$ cat config.mk
export PLATFORM = sky130hd
export DESIGN_NAME = rx
export DESIGN_NICKNAME = d
export VERILOG_FILES = /design/src/rtl/rx_pkg.sv /design/src/rtl/rx_bit_timer.sv /design/src/rtl/rx.sv
export SDC_FILE = /design/constraint.sdc
export NUM_CORES = 1
export LEC_CHECK = 0
export ABC_CLOCK_PERIOD_IN_PS = 3100
export CORE_ASPECT_RATIO = 1.4
export CORE_MARGIN = 5
export CORE_UTILIZATION = 45
export CTS_CLUSTER_SIZE = 12
export DETAILED_ROUTE_END_ITERATION = 6
export PLACE_DENSITY = 0.69
export SLEW_MARGIN = 0
export SYNTH_ARGS = -nofsm -noshare
export SYNTH_HDL_FRONTEND = slang
export SYNTH_SLANG_ARGS = --single-unit
$ cat constraint.sdc
create_clock -name clk2 -period 3.1 [get_ports clk2]
set_input_delay 0.31 -clock clk2 [delete_from_list [all_inputs] [get_ports clk2]]
set_output_delay 0.31 -clock clk2 [all_outputs]
set_load 0.005 [all_outputs]
$ cat src/rtl/rx_pkg.sv
// Shared types and constants for the rx serial receiver.
// Optional parity support is enabled by defining RX_PARITY_EN.
package rx_pkg;

   localparam int   DATA_BITS  = 8;
   localparam logic IDLE_LEVEL = 1'b1;

`ifdef RX_PARITY_EN
   typedef enum logic [2:0] {IDLE, START, DATA, PARITY, STOP} state_t;
`else
   typedef enum logic [1:0] {IDLE, START, DATA, STOP} state_t;
`endif

endpackage

$ cat src/rtl/rx_bit_timer.sv
// Bit-period counter for rx: runs 0..CLKS_PER_BIT-1 while enabled and
// strobes mid_tick at the in-bit sample point and bit_end on the last cycle.
module rx_bit_timer #(
   parameter int CLKS_PER_BIT = 1
) (
   input  logic clk2,
   input  logic rst_n,
   input  logic run,
   output logic mid_tick,
   output logic bit_end
);

   localparam int MID = (CLKS_PER_BIT - 1) / 2;
   localparam int W   = (CLKS_PER_BIT > 1) ? $clog2(CLKS_PER_BIT) : 1;

   logic [W-1:0] cnt;

   // Held at zero while idle so the start-detect edge is always cycle 0.
   always_ff @(posedge clk2 or negedge rst_n) begin
      if (!rst_n) begin
         cnt <= '0;
      end else if (!run || bit_end) begin
         cnt <= '0;
      end else begin
         cnt <= cnt + 1'b1;
      end
   end

   assign mid_tick = (cnt == W'(MID));
   assign bit_end  = (cnt == W'(CLKS_PER_BIT - 1));

endmodule

$ cat src/rtl/rx.sv
// UART-style 8N1 receiver; last good byte on ledData, status on display.
// Define RX_PARITY_EN to expect an even-parity bit between data and stop.
//
// state  | meaning
// IDLE   | line idle, waiting for a start bit
// START  | start bit detected, re-checked at mid-bit for glitches
// DATA   | shifting in 8 data bits, LSB first
// PARITY | (RX_PARITY_EN only) sampling the even-parity bit
// STOP   | sampling stop bit, commit byte or flag frame error
module rx
   import rx_pkg::*;
#(
   parameter int CLKS_PER_BIT = 1
) (
   input  logic       clk2,
   input  logic       rst_n,
   input  logic       transmission,
   output logic [7:0] ledData,
   output logic [4:0] display
);

   state_t     state, state_nxt;
   logic       mid_tick, bit_end, run;
   logic [2:0] idx;
   logic [7:0] shreg;
   logic [7:0] led_q;
   logic       ferr;
   logic       frame_ok;

   rx_bit_timer #(.CLKS_PER_BIT(CLKS_PER_BIT)) u_timer (
      .clk2     (clk2),
      .rst_n    (rst_n),
      .run      (run),
      .mid_tick (mid_tick),
      .bit_end  (bit_end)
   );

   always_comb begin
      state_nxt = state;
      case (state)
         // With one clock per bit the detect edge is also the start check.
         IDLE:   if (transmission != IDLE_LEVEL) state_nxt = bit_end ? DATA : START;
         START: begin
            if (mid_tick && transmission == IDLE_LEVEL) state_nxt = IDLE;
            else if (bit_end)                           state_nxt = DATA;
         end
`ifdef RX_PARITY_EN
         DATA:   if (bit_end && idx == 3'(DATA_BITS - 1)) state_nxt = PARITY;
         PARITY: if (bit_end) state_nxt = STOP;
`else
         DATA:   if (bit_end && idx == 3'(DATA_BITS - 1)) state_nxt = STOP;
`endif
         STOP:   if (mid_tick) state_nxt = IDLE;
         default: state_nxt = IDLE;
      endcase
      run = (state_nxt != IDLE);
   end

`ifdef RX_PARITY_EN
   logic perr;

   always_ff @(posedge clk2 or negedge rst_n) begin
      if (!rst_n) begin
         perr <= 1'b0;
      end else if (state == PARITY && mid_tick) begin
         perr <= (^shreg) ^ transmission;
      end
   end

   assign frame_ok = (transmission == IDLE_LEVEL) && !perr;
`else
   assign frame_ok = (transmission == IDLE_LEVEL);
`endif

   always_ff @(posedge clk2 or negedge rst_n) begin
      if (!rst_n) begin
         state <= IDLE;
         idx   <= '0;
         shreg <= '0;
         led_q <= '0;
         ferr  <= 1'b0;
      end else begin
         state <= state_nxt;
         if (state == DATA) begin
            if (mid_tick) shreg[idx] <= transmission;
            if (bit_end)  idx <= idx + 3'd1;
         end else begin
            idx <= '0;
         end
         if (state == STOP && mid_tick) begin
            if (frame_ok) begin
               led_q <= shreg;
               ferr  <= 1'b0;
            end else begin
               ferr  <= 1'b1;
            end
         end
      end
   end

   assign ledData = led_q;
   assign display = {state != IDLE, ferr, (state == DATA) ? idx : 3'd0};

endmodule

**After elaboration in Yosys (flattened, before gate mapping)**

Index checks and enable logic that the tools add are counted.
W data, S select, Z words.

- Flip-flop bits (word level): 23
- ROM bits: 0
- Input bits: 3
- Logic and storage cells: 42
- Bits in latches: 0
- Bits in writable memories: 0
- Memories kept: 0

- Equal/unequal tests: 5
- $lt $le $gt $ge: 2
- Bitwise operators: 1
- $add $sub $neg: 2
- Divide/modulo/power cells: 0
- $mul: 0
- Shifts and indexed selects: 0
- Muxes and demuxes: 15
- Reductions and logical operators: 11

Operators with widths:

| kind | number |
|---|---|
| $mux W2 | 6 |
| $mux W3 | 3 |
| $bwmux W8 | 1 |
| $pmux W2 S4 | 1 |
| $eq A2 B2 Y1 const B | 2 |
| $logic_and A1 B1 Y1 | 4 |
| $lt A3 B4 Y1 const B | 1 |
| $reduce_and A2 Y1 | 2 |
| $reduce_bool A2 Y1 | 2 |
| $add A3 B1 Y3 const B | 1 |
| $demux W1 S3 | 1 |
| $eq A3 B3 Y1 const B | 1 |
| $ge A3 B1 Y1 const B | 1 |
| $mux W1 | 3 |
| $eq A2 B1 Y1 const B | 1 |
| $logic_not A2 Y1 | 1 |
| $ne A2 B2 Y1 const B | 1 |
| $add A1 B1 Y1 const B | 1 |
| $logic_not A1 Y1 | 1 |
| $logic_or A1 B1 Y1 | 1 |
| $not A1 Y1 | 1 |

**Depth between registers and ports, before layout**

Gate-level depths: netlist (run 1).

- Depth after elaboration: 8
- Gate-level depth with buffers: 4
- Depth with buffers taken out: 4

**By module**

Synthesis (run 1) repeated with hierarchy kept, for this count alone.

- Cell total of the unflattened synthesis: 87
- Area, all modules: 1049.8 um^2

By module, submodules not included:

| module | sequential area each (um^2) | area an instance (um^2) | instances | cells each |
|---|---|---|---|---|
| rx | 550.5 | 1009.7 | 1 | 83 |
| rx_bit_timer | 25.0 | 40.0 | 1 | 4 |

**Worst setup path before layout (run 1)**

Ideal clock, no wire load.

- Path type: register -> register
- Start point: reg u_timer.cnt
- End point: reg shreg[6]
- Path slack: 1.771 ns
- Arrival: 1.204 ns
- Setup time: 0.125 ns
- Period minus slack after synthesis: 1.329 ns
- Stages on the path, launching flop included: 5
- Cells stage by stage: dfrtp_1 > buf_6 > nor4b_4 > nand3_1 > mux2_4

- Longest elaborated chain between the ends: 2

Ends and longest elaborated chain:

| what | RTL line | text |
|---|---|---|
| from (decl) | rx_bit_timer.sv:16 | `logic [W-1:0] cnt;` |
| from (signal assigned) | rx_bit_timer.sv:25 | `cnt <= cnt + 1'b1;` |
| $not A1 Y1 (no source line) | n/a |  |
| $reduce_and A2 Y1 (no source line) | n/a |  |
| to (signal, indexed assignment) | rx.sv:85 | `if (mid_tick) shreg[idx] <= transmission;` |
| to (decl) | rx.sv:25 | `logic [7:0] shreg;` |

Every way passes these cells.
A chain may end at the register's enable or synchronous reset.

**Final worst setup path (run 1)**

- Start point: reg state[0]
- End point: out display[1]

- Longest elaborated chain between the ends: 2

Ends and longest elaborated chain:

| what | RTL line | text |
|---|---|---|
| from (decl) | rx.sv:22 | `state_t state, state_nxt;` |
| from (signal assigned) | rx.sv:83 | `state <= state_nxt;` |
| $eq A2 B2 Y1 | rx.sv:102 | `assign display = {state != IDLE, ferr, (state == DATA) ? idx : 3'd0};` |
| $mux W3 | rx.sv:102 |  |
| to (decl) | rx.sv:19 | `output logic [4:0] display` |

Every way passes these cells.

==> results.toml, run 1 <==
[cells_and_area]
antennaDiodeCount = 0
area_growth_pct = 16.5
design_area_um2 = 1220
layout.cells.non_filler = 118
num-nets-final = 102
fillCellCount = 200
layout-drive-gt1-share_pct = 24.0

[grt]
antenna_found_initial = 0
grt-ovfl-total = 0
grt_max_degree = 24
grt_pass1_vias = 670
grt_pass1_wl_um = 2910
track_usage_pct = 11.2

[logic_synthesis]
synth-warning-count = 0
syn-instance-count = 81
yosysUniqueCellTypes = 24
avgSynthCellArea_um2 = 12.9
synth_edf_count = 0
synthesis.nets = 86
synth_top_cell_by_area = "dfrtp_1"
yosys.area.top_type_share_pct = 55.2
synthArstFlopShare_pct = 100
ys_top_cells_by_count = "dfrtp_1 (23), mux2_2 (15), nand2_1 (8)"
ys_dominant_reg_cell = "dfrtp_1"
synth_seq_area_share_pct = 55.2
synthTopCellsByArea = "dfrtp_1 (55%), mux2_2 (16%), nand2_1 (2.9%), ha_1 (2.4%), nor4b_4 (2.3%)"
netlist_area_um2 = 1040
synth-seq-cells = 23
synth_most_common_cell = "dfrtp_1"

[clock_network]
cts_hold_buf = 0
clkLatencyLatePin_ns = 0.30
cts.sinks = 23
post_cts_buffers = 0
cts_root_buf = "clkbuf_4"
clk_pin_slew_ns = 0.11
tritoncts = "built"
cts_max_path_buffers = 2
cts_buffers = 3
htree_levels = 1
ctsResizeCount = 0

[timing]
worst_slew_pin_slew_ns = 1.00
fin_tns_setup_ns = 0
slew_violations = 0
fmax_mhz = 500
fin_ws_ns = 1.10
finalCriticalPeriod_ns = 2.00
skew_ns = 0.00127
hold_viol_final = 0
setup_viol = 0
post-route-period-util_pct = 64.5
slew_headroom_pct = 33.1
rsz0062_at_grt = "false"

[setup_path]
critPathBufInv = 1
path_cells = "and2b_1, and2_1, clkdlybuf4s50_1"
crit_fanout = 8
worstSetupStartpointType = "flop"
endpoint_kind = "primary output"
critPathTopFamily = "flip-flops"
worstSetupPathType = "reg -> out"
cp.arrival_ns = 1.69
worst_path_max_delay_cell = "dfrtp_1"
critPathMaxStageDelay_ns = 0.50
crit_required_ns = 2.79

[detailed_routing]
drt-pass1-iter-count = 2
drt_iter0_markers = 16
drt_wl_total_um = 1600
vias_per_cell = 5.31
route.vias.total = 626
drc = 0
wire_per_inst_um = 13.6
postRouteAntennaNets = 0

[die]
num_rows = 20
initial_utilization_pct = 47.4
coreArea_um2 = 2200
die_y_um = 67.0
num_io_pins = 16
fp.dieArea_um2 = 3400
die_x_um = 50.7

[worst_hold_path]
hold_path_class = "reg -> reg"

[run_status]
status = "completed"

[power_and_ir_drop]
ir_drop_v = 0.000426
powerDensity_nw_per_um2 = 925
leakagePower_uw = 0.000539
p_total_uw = 1120

[placement]
placed_area_um2 = 1190
numPortBuffers = 15
dpl.hpwl_um = 1130
dpl_worst_slack_ns = 1.18
place.gp.congestion = 0.674
dp.cells = 114

[job]
cap_violations = 0
## cell type report
type	count	area, µm²	share of cell area [%]
multi-input cells	54	437	35.9
clock buffers	4	26.3	2.16
well taps	22	27.5	2.26
repair buffers	15	150	12.3
flip-flops and latches	23	576	47.3
## stage by stage
step,utilization [%],hold slack [ns]
finish,55.2,0.491
global route,55.2,0.541
global placement,54.0,0.469
detailed placement,54.0,0.474
CTS,55.2,0.502
floorplan,-,0.0144
## cell families after synthesis
group                    synth area share (%)
AO/OA/AOI/OAI                            2.16
other                                   0.359
adder cells (fa/ha/maj)                  2.40
buffers and inverters                    3.00
AND/OR/NAND/NOR                          16.5
XOR/XNOR                                0.839
flip-flops                               55.2
multiplexers                             19.5
## registers in the layout, summed over array words and instances (netlist names)
name	flops
u_timer.cnt	1
state	2
ledData	8
idx	3
shreg	8
ferr	1
## cell usage in the layout (no fill, tap or decap)
master	n
conb_1	1
and4bb_2	1
mux2_4	1
clkdlybuf4s50_1	15
dfrtp_1	23
nor2b_1	2
nand3b_1	1
ha_1	2
and2_1	3
nand3_1	2
nor2_1	6
nor4b_4	1
o21a_1	1
clkbuf_1	1
nand4b_2	1
and2b_1	1
clkbuf_4	3
nand2b_1	1
mux2_2	15
mux2i_1	2
nand2_1	8
xor2_1	1
o21ai_0	3
or2_2	1
## routing by layer
metal / vias up / global-route usage (%) / part of all wire, %
met1: 310 / 13.5 / 43
met3: 4 / 2.24 / 3.0
met5: - / 0 / 0
li1: 302 / - / -
met4: 0 / 6.71 / 2.1
met2: 10 / 18.2 / 52
## tightest hold or removal path, cell delays in order (launching register included)
cell     delay, ns
dfrtp_1       0.36
nand2_1       0.04
o21ai_0       0.06
## path summary, 6_finish.rpt
path / from / to / slack [ns] / cells after the start
min: ferr$_DFFE_PN0P_ / ferr$_DFFE_PN0P_ / 0.49 / 2
min in group asynchronous: rst_n / idx[2]$_DFFE_PN0P_ / 0.55 / 1
max in group asynchronous: rst_n / shreg[7]$_DFFE_PN0P_ / 1.95 / 1
max reg2reg: u_timer.cnt$_DFF_PN0_ / shreg[6]$_DFFE_PN0P_ / 1.64 / 3
min reg2reg: ferr$_DFFE_PN0P_ / ferr$_DFFE_PN0P_ / 0.49 / 2
max: state[0]$_DFF_PN0_ / display[1] / 1.10 / 3
## power by group
part	total [µW]	switching [µW]	internal [µW]
sequential	543	108	435
clock	132	81.7	50.1
combinational	450	146	304
Note: power is estimated with default switching activity, not from simulation.
==> run 2, diff against run 1 <==
--- a/config.mk
+++ b/config.mk
@@ -5,13 +5,13 @@
 export SDC_FILE = /design/constraint.sdc
 export NUM_CORES = 1
 export LEC_CHECK = 0
-export ABC_CLOCK_PERIOD_IN_PS = 3100
+export ABC_CLOCK_PERIOD_IN_PS = 1600
 export CORE_ASPECT_RATIO = 1.4
 export CORE_MARGIN = 5
 export CORE_UTILIZATION = 45
 export CTS_CLUSTER_SIZE = 12
 export DETAILED_ROUTE_END_ITERATION = 6
-export PLACE_DENSITY = 0.69
+export PLACE_DENSITY = 0.71
 export SLEW_MARGIN = 0
 export SYNTH_ARGS = -nofsm -noshare
 export SYNTH_HDL_FRONTEND = slang
==> constraint.sdc (replaced) <==
create_clock -name clk2 -period 1.6 [get_ports clk2]
set_input_delay 0.16 -clock clk2 [delete_from_list [all_inputs] [get_ports clk2]]
set_output_delay 0.16 -clock clk2 [all_outputs]
set_load 0.005 [all_outputs]
==> run 2 against run 1 <==
Sequential share of layout area fell by 1.3 points. Clock skew grew 0.0050 ns. Global-route usage decreased by 0.64 points. Clock-buffer cell count decreased by 1. Cell count increased by 5.1%. Setup slack worse by 1.0 ns. Critical path depth up 1. Worst hold slack worse by 0.29 ns.
==> results.toml, run 2 (synthesized netlist as in run 1, its figures left out) <==
[run_status]
status = "completed"

[timing]
post-route-period-util_pct = 95.8
finalCriticalPeriod_ns = 1.53
skew_ns = 0.00627
rsz0062_at_grt = "false"
setup_viol = 0
slew_violations = 0
fmax_mhz = 653
hold_viol_final = 0
hold_ws_ns = 0.197

[setup_path]
ff2ff_setup_slack_ns = 0.07
path_cells = "buf_4, nor4b_4, nand3_1, mux2_4"
crit_required_ns = 1.79
reg2regPathDepth = 4
r2r_start = "state[0]$_DFF_PN0_"
worst_path_max_delay_cell = "dfrtp_2"
cp.arrival_ns = 1.72
r2r_end = "shreg[6]$_DFFE_PN0P_"
worstSetupStartpointType = "flop"
critPathMaxStageDelay_ns = 0.46
crit_fanout = 7
worstSetupPathType = "reg -> reg"
endpoint_kind = "flop"

[die]
num_io_pins = 16
fp.dieArea_um2 = 3400
die_x_um = 50.7
die_y_um = 67.0
num_rows = 20
coreArea_um2 = 2200
initial_utilization_pct = 47.4

[clock_network]
clk_pin_slew_ns = 0.12
tritoncts = "built"
clkLatencyLatePin_ns = 0.30
cts_max_path_buffers = 2
htree_levels = 1
cts_root_buf = "clkbuf_4"
cts_buffers = 3
cts.sinks = 23

[cells_and_area]
num-nets-final = 108
area_growth_pct = 20.4
fin_util_pct = 57.0
final_common_cell = "dfrtp_1"
layout_common_cells = "dfrtp_1 (21), mux2_2 (15), clkdlybuf4s50_1 (11)"
antennaDiodeCount = 0
layout-drive-gt1-share_pct = 32.4

[grt]
grt-ovfl-total = 0
track_usage_pct = 10.6
grt_max_degree = 24
grt_pass1_vias = 611
grt_pass1_wl_um = 2770
antenna_found_initial = 0

[detailed_routing]
drt_wl_total_um = 1620
wire_per_inst_um = 13.0
vias_per_cell = 5.15
drt-pass1-iter-count = 3
postRouteAntennaNets = 0
drc = 0
drt_iter0_markers = 17
route.vias.total = 638

[power_and_ir_drop]
powerDensity_nw_per_um2 = 1750
ir_drop_v = 0.00103
leakagePower_uw = 0.000573

[placement]
place.gp.congestion = 0.676
dpl.hpwl_um = 1180
numPortBuffers = 15

[job]
cap_violations = 0

[worst_hold_path]
hold_path_class = "in -> async"
[run 2: cell count changes in the layout (fill, tap and decap cells not counted), sizes merged]
cell / change
buf: +6
clkdlybuf4s50: -4
dlygate4sd2: +3
clkinv: +1
[run 2: worst max-delay path by stage]
stage / slack, ns / from / end
after floorplan: 0.27 / u_timer.cnt$_DFF_PN0_ / shreg[6]$_DFFE_PN0P_
after global placement: 0.12 / state[0]$_DFF_PN0_ / display[1]
after detailed placement: 0.11 / state[0]$_DFF_PN0_ / display[2]
after CTS: -0.01 / state[0]$_DFF_PN0_ / display[2]
after global routing: 0.006 / state[1]$_DFF_PN0_ / display[0]
final: 0.07 / state[0]$_DFF_PN0_ / shreg[6]$_DFFE_PN0P_
[run 2: repair_timing]
action,in CTS,in global routing
endpoints found under the hold margin,0,0
hold buffers,0,0
gates resized for setup,7,1
endpoints found under the setup margin,4,3
setup buffers,1,2
[run 2: per-layer routing]
layer | part of all wire [%] | vias up | global-route usage, %
met1 | 42 | 314 | 12.8
li1 | - | 314 | -
met3 | 3.5 | 2 | 2.24
met2 | 53 | 8 | 17.7
met5 | 0 | - | 0
met4 | 1.2 | 0 | 4.79
[run 2: area by class of cell]
type,instances,area [µm²]
Timing Repair Buffer,21,186
Multi-Input combinational cell,54,437
Sequential cell,23,578
Tap cell,22,27.5
Clock buffer,3,22.5
Fill cell,203,946
Clock inverter,1,5.00
[run 2: worst max-delay path: cells and delay by family (launching register included)]
family                 cells  cell delay [ns]
multiplexers               1             0.31
buffers and inverters      1             0.16
flip-flops                 1             0.46
AND/OR/NAND/NOR            2             0.50
[run 2: stage by stage]
| stage | cells | setup TNS (ns) | instance area [µm²] | total power, µW | setup WS, ns |
|---|---|---|---|---|---|
| 3_5_place_dp | 117 | 0 | 1210 | 1960 | 0.107 |
| 2_1_floorplan | 81 | 0 | 1040 | 1550 | 0.271 |
| 6_report | 124 | 0 | 1260 | 2190 | 0.0675 |
| 5_1_grt | 124 | 0 | 1260 | 2390 | 0.00555 |
| 4_1_cts | 122 | -0.0103 | 1250 | 2210 | -0.0103 |
| 3_3_place_gp | 117 | 0 | 1210 | 1930 | 0.120 |
[run 2: report_power, final]
part / internal (µW) / switching, µW / total [µW]
clock: 93.0 / 155 / 248
sequential: 847 / 197 / 1040
combinational: 598 / 302 / 900
total: 1540 / 654 / 2190
==> run 3, diff against run 2 <==
--- a/config.mk
+++ b/config.mk
@@ -5,13 +5,13 @@
 export SDC_FILE = /design/constraint.sdc
 export NUM_CORES = 1
 export LEC_CHECK = 0
-export ABC_CLOCK_PERIOD_IN_PS = 1600
+export ABC_CLOCK_PERIOD_IN_PS = 2000
 export CORE_ASPECT_RATIO = 1.4
 export CORE_MARGIN = 5
 export CORE_UTILIZATION = 45
 export CTS_CLUSTER_SIZE = 12
 export DETAILED_ROUTE_END_ITERATION = 6
-export PLACE_DENSITY = 0.71
+export PLACE_DENSITY = 0.69
 export SLEW_MARGIN = 0
 export SYNTH_ARGS = -nofsm -noshare
 export SYNTH_HDL_FRONTEND = slang
==> constraint.sdc (replaced) <==
create_clock -name clk2 -period 2 [get_ports clk2]
set_input_delay 0.2 -clock clk2 [delete_from_list [all_inputs] [get_ports clk2]]
set_output_delay 0.2 -clock clk2 [all_outputs]
set_load 0.005 [all_outputs]
==> run 3 against run 2 <==
Clock power shrank 17%. Register-to-register slack gained 0.47 ns. Wire length shrank 2.7%. Sequential power shrank 19%. Combinational power shrank 23%. Flip-flop and latch count is the same. Setup slack gained 0.046 ns. Largest cell class unchanged. Via count shrank 1.3%. Design area shrank 2.0%. Non-clock buffer count shrank 4.
==> results.toml, run 3 (synthesized netlist as in run 1, its figures left out) <==
[timing]
fin_tns_setup_ns = 0
post-route-period-util_pct = 94.3
hold_viol_final = 0
fmax_mhz = 530
hold_ws_ns = 0.225
rsz0062_at_grt = "false"
setup_viol = 0
finalCriticalPeriod_ns = 1.89
slew_violations = 0
skew_ns = 0.00737

[die]
die_x_um = 50.7
die_y_um = 67.0
initial_utilization_pct = 47.4
coreArea_um2 = 2200
num_io_pins = 16
fp.dieArea_um2 = 3400
num_rows = 20

[placement]
placed_area_um2 = 1200
numPortBuffers = 15
place.gp.congestion = 0.731
dpl.hpwl_um = 1150

[cells_and_area]
area_growth_pct = 18.0
layout-drive-gt1-share_pct = 25.5
final_common_cell = "dfrtp_1"
design_area_um2 = 1230
num-nets-final = 104
multi_input_area_um2 = 437
register_area_um2 = 576
fillCellCount = 192
antennaDiodeCount = 0
layout_common_cells = "dfrtp_1 (23), mux2_2 (15), clkdlybuf4s50_1 (15)"
fin_util_pct = 55.9

[detailed_routing]
drt-pass1-iter-count = 2
postRouteAntennaNets = 0
wire_per_inst_um = 13.1
vias_per_cell = 5.25
route.vias.total = 630
drc = 0
drt_iter0_markers = 13
drt_wl_total_um = 1580

[setup_path]
worst_path_max_delay_cell = "clkdlybuf4s50_1"
endpoint_kind = "primary output"
critPathTopFamily = "buffers and inverters"
critPathMaxStageDelay_ns = 0.50
path_cells = "and2b_1, and2_1, clkdlybuf4s50_1"
cp.arrival_ns = 1.69
crit_cells = 3
worstSetupStartpointType = "flop"
worstSetupPathType = "reg -> out"
r2r_end = "ledData[5]$_DFFE_PN0P_"
r2r_start = "u_timer.cnt$_DFF_PN0_"
ff2ff_setup_slack_ns = 0.54
critPathBufInv = 1
reg2regPathDepth = 2
crit_fanout = 8
crit_required_ns = 1.80

[clock_network]
tritoncts = "built"
cts_hold_buf = 0
cts_root_buf = "clkbuf_4"
post_cts_buffers = 0
cts_buffers = 3
clk_pin_slew_ns = 0.12
htree_levels = 1
ctsResizeCount = 0
cts.sinks = 23
clkLatencyLatePin_ns = 0.30
cts_max_path_buffers = 2

[grt]
antenna_found_initial = 0
track_usage_pct = 11.9
grt_pass1_wl_um = 3130
grt_max_degree = 24
grt-ovfl-total = 0
grt_pass1_vias = 727

[power_and_ir_drop]
netSwitchingFraction_pct = 29.8
intPower_uw = 1220
pwr-share-clk_pct = 11.8
switchingPower_uw = 520
leakagePower_uw = 0.000549
combPwrFrac_pct = 39.9
p_total_uw = 1740
seqPwrFrac_pct = 48.2
ir_drop_v = 0.000820
powerDensity_nw_per_um2 = 1420

[job]
cap_violations = 0

[worst_hold_path]
hold_path_class = "in -> async"

[run_status]
status = "completed"
==> run 3: cell types whose count changed in the layout (fill, tap and decap cells not counted), sizes merged <==
cell,previous run,this run
dlygate4sd2,3,0
buf,6,2
clkinv,1,0
clkdlybuf4s50,11,15
==> run 3: through the flow <==
| step | worst slack (ns) | instances |
|---|---|---|
| after floorplan | 0.671 | 81 |
| after global placement | 0.478 | 116 |
| after detailed placement | 0.450 | 116 |
| after CTS | 0.0866 | 120 |
| after global routing | 0.0152 | 120 |
| final | 0.113 | 120 |
==> run 3: power by group through the flow <==
stage	combinational, µW	clock [µW]	sequential (µW)
final	696	206	841
after detailed placement	709	0	854
after CTS	712	218	845
after global placement	701	0	843
after floorplan	437	0	805
after global routing	785	241	887
==> run 3: final cells by class <==
cell class | count | area share (%)
multi-input combinational | 54 | 35.5
clock buffer | 4 | 2.13
timing repair buffer | 17 | 13.4
sequential | 23 | 46.7
tap | 22 | 2.24
==> run 3: worst reg2reg max path, stage by stage (launching register included) <==
cell      delay [ns]
dfrtp_1         0.54
nand4b_2        0.45
mux2_2          0.37
==> run 3: worst max-delay path by stage <==
| stage | from | end | slack, ns |
|---|---|---|---|
| 6_report | state[0]$_DFF_PN0_ | display[0] | 0.11 |
| 5_1_grt | state[0]$_DFF_PN0_ | display[0] | 0.02 |
| 4_1_cts | state[0]$_DFF_PN0_ | display[0] | 0.09 |
| 3_5_place_dp | state[0]$_DFF_PN0_ | display[0] | 0.45 |
| 3_3_place_gp | state[0]$_DFF_PN0_ | display[0] | 0.48 |
| 2_1_floorplan | u_timer.cnt$_DFF_PN0_ | shreg[6]$_DFFE_PN0P_ | 0.67 |
==> run 3: per-layer routing <==
layer / GRT usage, % / vias up / routed length (µm)
met4: 6.71 / 0 / 33
met3: 2.01 / 4 / 46
met2: 20.0 / 10 / 787
met1: 14.0 / 307 / 708
met5: 0 / - / 0
li1: - / 309 / -
